--- config.mk ---
export PLATFORM = sky130hd
export DESIGN_NAME = uart_trig_tx_flat
export DESIGN_NICKNAME = d
export VERILOG_FILES = /design/src/rtl/uart_trig_tx_if.sv /design/src/rtl/uart_trig_tx.sv /design/src/flat_wrapper.sv
export SDC_FILE = /design/constraint.sdc
export NUM_CORES = 1
export LEC_CHECK = 0
export CORE_ASPECT_RATIO = 0.7
export CORE_MARGIN = 2
export CORE_UTILIZATION = 54
export CTS_BUF_LIST = sky130_fd_sc_hd__clkbuf_2 sky130_fd_sc_hd__clkbuf_4 sky130_fd_sc_hd__clkbuf_8
export CTS_CLUSTER_SIZE = 40
export DETAILED_ROUTE_END_ITERATION = 7
export GPL_TIMING_DRIVEN = 0
export PLACE_DENSITY = 0.77
export SLEW_MARGIN = 10
export SYNTH_ARGS = -nofsm -noshare
export SYNTH_HDL_FRONTEND = slang
export SYNTH_SLANG_ARGS = --single-unit
--- constraint.sdc ---
create_clock -name clk -period 3.15 [get_ports clk]
set_input_delay 0.4725 -clock clk [delete_from_list [all_inputs] [get_ports clk]]
set_output_delay 0.4725 -clock clk [all_outputs]
set_load 0.05 [all_outputs]
--- src/rtl/uart_trig_tx_if.sv ---
// Byte-queue / serial-line bundle for uart_trig_tx.
// master: the byte producer (drives baud, data, strobe). slave: the transmitter.
interface uart_trig_tx_if;
  logic [15:0] baud_cnt;
  logic [7:0]  tx_data;
  logic        trmt;
  logic        full;
  logic        TX;
  logic        tx_busy;
  logic        tx_done;

  modport master (
    output baud_cnt, tx_data, trmt,
    input  full, TX, tx_busy, tx_done
  );

  modport slave (
    input  baud_cnt, tx_data, trmt,
    output full, TX, tx_busy, tx_done
  );
endinterface

--- src/rtl/uart_trig_tx.sv ---
// uart_trig_tx: FIFO-fed byte UART transmitter, 8N1 at a run-time baud.
// Optional macro UART_TX_PARITY_EN inserts an even-parity bit before the
// stop bit (11-bit frame). Default build sends plain 8N1 (10-bit frame).
module uart_trig_tx #(
  parameter int FIFO_DEPTH = 4
) (
  input  logic           clk,
  input  logic           rst_n,
  uart_trig_tx_if.slave  bus
);

  localparam int AW = $clog2(FIFO_DEPTH);
  localparam int CW = AW + 1;
`ifdef UART_TX_PARITY_EN
  localparam int FRAME_BITS = 11;
`else
  localparam int FRAME_BITS = 10;
`endif
  localparam logic [3:0] LAST_BIT = 4'(FRAME_BITS - 1);

  typedef enum logic { S_IDLE, S_TX } state_t;

  state_t                state_q, state_d;
  logic [7:0]            mem [FIFO_DEPTH];
  logic [AW-1:0]         wptr_q, rptr_q;
  logic [CW-1:0]         count_q, count_d;
  logic                  full_q;
  logic [FRAME_BITS-1:0] sh_q, frame_w;
  logic [15:0]           baud_q, baud_lat_q;
  logic [3:0]            bit_cnt_q;
  logic                  busy_q, done_q;
  logic                  push, load, done_d, empty, bit_tick, last_tick;
  logic [7:0]            head;

  assign empty     = (count_q == '0);
  assign push      = bus.trmt & ~full_q;
  assign bit_tick  = (baud_q == baud_lat_q);
  assign last_tick = (state_q == S_TX) && bit_tick && (bit_cnt_q == LAST_BIT);
  assign head      = mem[rptr_q];
  assign count_d   = count_q + CW'(push) - CW'(load);

`ifdef UART_TX_PARITY_EN
  assign frame_w = {1'b1, ^head, head, 1'b0};
`else
  assign frame_w = {1'b1, head, 1'b0};
`endif

  // FSM state register
  always_ff @(posedge clk or negedge rst_n) begin
    if (!rst_n) state_q <= S_IDLE;
    else        state_q <= state_d;
  end

  // Next state: load a frame whenever a byte is waiting and the line is free
  // (idle, or the current stop bit is ending -> back-to-back, no gap)
  always_comb begin
    state_d = state_q;
    load    = 1'b0;
    done_d  = 1'b0;
    case (state_q)
      S_IDLE: begin
        if (!empty) begin
          load    = 1'b1;
          state_d = S_TX;
        end
      end
      S_TX: begin
        if (last_tick) begin
          done_d = 1'b1;
          if (!empty) load = 1'b1;
          else        state_d = S_IDLE;
        end
      end
      default: state_d = S_IDLE;
    endcase
  end

  // FIFO storage; contents need no reset, the pointers define validity
  always_ff @(posedge clk) begin
    if (push) mem[wptr_q] <= bus.tx_data;
  end

  // FIFO pointers, occupancy and registered full flag
  always_ff @(posedge clk or negedge rst_n) begin
    if (!rst_n) begin
      wptr_q  <= '0;
      rptr_q  <= '0;
      count_q <= '0;
      full_q  <= 1'b0;
    end else begin
      if (push) wptr_q <= wptr_q + AW'(1);
      if (load) rptr_q <= rptr_q + AW'(1);
      count_q <= count_d;
      full_q  <= (count_d == CW'(FIFO_DEPTH));
    end
  end

  // Shift register, baud and bit counters; ones shift in so TX idles high
  always_ff @(posedge clk or negedge rst_n) begin
    if (!rst_n) begin
      sh_q       <= '1;
      baud_q     <= '0;
      baud_lat_q <= '0;
      bit_cnt_q  <= '0;
    end else if (load) begin
      sh_q       <= frame_w;
      baud_q     <= '0;
      baud_lat_q <= bus.baud_cnt;
      bit_cnt_q  <= '0;
    end else if (state_q == S_TX) begin
      if (bit_tick) begin
        sh_q      <= {1'b1, sh_q[FRAME_BITS-1:1]};
        baud_q    <= '0;
        bit_cnt_q <= last_tick ? 4'd0 : bit_cnt_q + 4'd1;
      end else begin
        baud_q <= baud_q + 16'd1;
      end
    end
  end

  // Status flags registered alongside the state
  always_ff @(posedge clk or negedge rst_n) begin
    if (!rst_n) begin
      busy_q <= 1'b0;
      done_q <= 1'b0;
    end else begin
      busy_q <= (state_d == S_TX);
      done_q <= done_d;
    end
  end

  assign bus.TX      = sh_q[0];
  assign bus.full    = full_q;
  assign bus.tx_busy = busy_q;
  assign bus.tx_done = done_q;

endmodule

--- src/flat_wrapper.sv ---
// flat-port wrapper written by rule: the top's interface ports become plain ports
module uart_trig_tx_flat 
#(
  parameter int FIFO_DEPTH = 4
)
  (clk, rst_n, bus_baud_cnt, bus_tx_data, bus_trmt, bus_full, bus_TX, bus_tx_busy, bus_tx_done);
  uart_trig_tx_if bus_i ();
  input  logic clk;
  input  logic rst_n;
  input wire logic [$bits(bus_i.baud_cnt)-1:0] bus_baud_cnt;
  input wire logic [$bits(bus_i.tx_data)-1:0] bus_tx_data;
  input wire logic [$bits(bus_i.trmt)-1:0] bus_trmt;
  output wire logic [$bits(bus_i.full)-1:0] bus_full;
  output wire logic [$bits(bus_i.TX)-1:0] bus_TX;
  output wire logic [$bits(bus_i.tx_busy)-1:0] bus_tx_busy;
  output wire logic [$bits(bus_i.tx_done)-1:0] bus_tx_done;
  assign bus_i.baud_cnt = bus_baud_cnt;
  assign bus_i.tx_data = bus_tx_data;
  assign bus_i.trmt = bus_trmt;
  assign bus_full = bus_i.full;
  assign bus_TX = bus_i.TX;
  assign bus_tx_busy = bus_i.tx_busy;
  assign bus_tx_done = bus_i.tx_done;
  uart_trig_tx #(.FIFO_DEPTH(FIFO_DEPTH)) u_core (.clk(clk), .rst_n(rst_n), .bus(bus_i));
endmodule
==> implementation parameters, run 1 <==
Parameter                              Value

Status
  Outcome    completed

Layout
  Layout overhead on the synthesized area    19.23%
  Layout cell share with drive strength beyond 1    18.67%
  Antenna fix cells    0
  Core occupancy in the finished layout    66.09%
  Fin cells    473
  Total number of nets in the final design    407

Power
  Seq pwr share    50.9%
  Leakage power total    1.949 nW
  Combinational share of power    24.6%
  Switching power share of the total    29.29%
  Switching power    0.9246 mW
  VDD IR max    0.3977 mV
  Internal power contribution    2.232 mW
  Power after layout    3.157 mW
  Power density of the placed cells    658.5 nW/um2
  Clock network fraction of design power    24.5%

Placement
  Placed wire-length estimate after detailed placement    5357 um
  Pre-CTS setup slack    -283.3 ps
  GP Congestion    0.8754
  Port Buffers    30
  Number of cells after detailed placement    445

Die
  Initial Util    55.43%
  Io pins    31
  Vertical die dimension    76.20 um
  Core region area    7254 um2
  Total number of placement rows    26
  Die Footprint    8164 um2
  Die X-Extent    107.1 um

Timing
  Slew Limit Headroom    42.78%
  Number of hold violations in the final report    0
  Final count of negative-setup-slack endpoints    0
  Period minus WS final    3037 ps
  Final Slew Violations    0
  Ratio of final minimum period to clock period    96.41%
  Setup Skew    9.141 ps
  Slew @ Worst Pin    849.0 ps
  Highest Clock Rate    329.3 MHz
  Setup repair after global routing missed its margin    true
  Worst Slack Setup Final    112.9 ps

Synthesis
  Mapped Nets    353
  Number of distinct library cells after synthesis    44
  Cell types with the largest area share after synthesis    dfrtp_1, edfxtp_1, dfstp_2
  Flops & latches, synth    87
  Number of instances in the synthesized netlist    316
  Cell with the most instances after synthesis    dfrtp_1
  Post-Synthesis Cell Area    4021 um2
  Post-synth top flop    dfrtp_1
  Most area-hungry cell type in the Yosys netlist    dfrtp_1
  Most numerous cell types in the synthesized netlist    dfrtp_1, edfxtp_1, inv_1, xnor2_1
  Async SR Flop Fraction    63.22%
  Mean instance size in the synthesized netlist    12.73 um2
  Yosys synthesis warning count    0
  Synth top area share    28.62%
  Sequential area share after synthesis    58.40%
  EDFF count, synth    32

GRT
  Wire length of the first global-routing pass    13150 um
  Antenna violations before repair    0
  Tot GR Track Use    21.04%
  Pin count of the biggest net entering global routing    31
  Residual overflow from global routing    0
  Via count of the first global-routing pass    2583

Worst hold path
  Worst hold-check path type    primary input to async pin

Worst setup path
  Startpoint type of the worst setup path    register
  Kind of capture point of the worst setup path    register
  Origin of the critical flop-to-flop path    u_core.baud_q[2]
  Cell depth of the worst flop-to-flop path    12
  RR Endpoint    u_core.bus.full
  Standard cell with the maximum stage delay on the critical path    or4_4
  Type of the setup path with the least slack    register to register
  Flop-to-flop setup slack    110 ps
  Data arrival time at the worst-slack endpoint    3310 ps
  CP required    3430 ps
  CP most frequent cell    xnor2_2
  Critical path's largest stage delay    580 ps
  Cells along the critical path    xnor2_1, nand4_1, or4_4, buf_8, o22ai_4, ha_1, inv_1, ha_2, fa_2, xnor2_2, xnor2_2, nor3b_2
  Highest net fanout along the worst path    6

Clocking
  Clock tree from TritonCTS    done
  Cell at the root of the clock tree    clkbuf_8
  Level count of the clock H-tree    3
  Hold-fix buffer count after cts    0
  Number of clock sinks    87
  Clock-pin slew of the registers on the worst-case setup and hold paths    80 ps
  Clock Tree Buf Depth    2
  CTS buffer count    9
  Clock network latency to the later pin of the worst-skew pair    360 ps

Drt
  Via count normalized by instance count    5.533
  Number of vias after detailed routing    2617
  Drt total wl    7755 um
  Antenna-violating nets left    0
  1st-iter DRT viols    270
  Residual DRC count    0
  First-pass detailed-route iteration total    5
  Average detailed-routed wire length per instance    16.40 um

Flow run
  Max-capacitance violation count    0
==> placed cells by master, fill, tap and decap left out, drive strengths merged, types with 2 or more instances in the layout <==
cell and n:
mux4 8, o21ai 13, a21oi 4, or3 5, o22ai 2, a21o 4
mux2 16, or4 2, nor3 5, edfxtp 32, clkinv 2, a222oi 7
inv 28, a31oi 6, or2 2, dfrtp 46, clkbuf 20, and2 5
ha 9, dfstp 9, nor2 18, mux2i 6, clkdlybuf4s50 29, and3 3
nand4 5, xnor2 26, nor4 4, nand2 18, buf 17, nor3b 2
nand3 8
==> metal layers <==
layer  global-route usage [%]  up-vias  share of wire, %
met3                    5.047       10               6.0
met1                    34.21     1268                49
met4                    6.104        0               1.1
met2                    27.91       92                44
met5                        0        -                 0
li1                         -     1247                 -
==> through the flow <==
step / area [um2] / hold WS [ps] / TNS (ps)
6_report: 4795 / 147.7 / 0
5_1_grt: 4795 / 196.3 / -39.03
3_3_place_gp: 4444 / 467.4 / -2716
4_1_cts: 4712 / 163.8 / 0
2_1_floorplan: 4021 / 176.9 / 0
3_5_place_dp: 4459 / 473.7 / -355.4
==> state kept, by name (all words and copies together) (netlist names) <==
register / cells
u_core.state_q: 1
u_core.rptr_q: 2
u_core.wptr_q: 2
u_core.count_q: 3
u_core.bus.tx_done: 1
u_core.baud_lat_q: 16
u_core.bus.full: 1
u_core.mem: 32
u_core.baud_q: 16
u_core.sh_q: 9
u_core.bit_cnt_q: 4
==> area by class of cell <==
type	instances	area, um2
fill	533	2460
sequential	87	2356
multi-input combinational	190	1544
timing repair buffer	44	412.9
clock buffer	12	152.6
tap	98	122.6
inverter	28	105.1
buffer	10	56.30
clock inverter	4	45.04
==> repair_timing <==
item,CTS,global route
setup endpoints to repair,2,1
setup buffers,4,9
pin swaps,2,7
gates resized for setup,8,8
==> how the worst max path moves through the flow <==
stage                 endpoint              start
2_1_floorplan  u_core.bus.full   u_core.baud_q[0]
3_3_place_gp   u_core.bus.full   u_core.baud_q[9]
3_5_place_dp   u_core.bus.full   u_core.baud_q[9]
4_1_cts        u_core.bus.full   u_core.baud_q[2]
5_1_grt        u_core.bus.full  u_core.baud_q[15]
6_report       u_core.bus.full   u_core.baud_q[2]
==> worst max-delay path: cells and delay by family (launching register included) <==
family	cells	cell delay, ps
and+or+nand+nor	3	950
DFF	1	460
AOI/OAI and AO/OA	1	160
adders and majority gates	3	690
buffers and inverters	2	190
xor gates and xnor gates	3	520
==> power by group through the flow <==
stage | sequential [mW] | clock, mW | combinational (mW)
3_3_place_gp | 1.60 | 0 | 0.664
6_report | 1.61 | 0.775 | 0.776
3_5_place_dp | 1.62 | 0 | 0.694
5_1_grt | 1.64 | 0.830 | 0.865
2_1_floorplan | 1.58 | 0 | 0.507
4_1_cts | 1.60 | 0.787 | 0.729
==> cells by family after synthesis <==
| group | share of synthesized area (%) |
|---|---|
| flops | 58.40 |
| simple gates | 10.42 |
| compound gates | 7.499 |
| buf+inv | 4.045 |
| mux | 10.45 |
| xor+xnor | 5.881 |
| fa+ha+maj | 3.298 |
No activity file was read; power rests on OpenSTA's default activity.
==> inputs of run 2 (changes only) <==
CAP_MARGIN = 10   (was default)
==> results of run 2 <==
Final layout, timing and power as in run 1 (identical DEF).
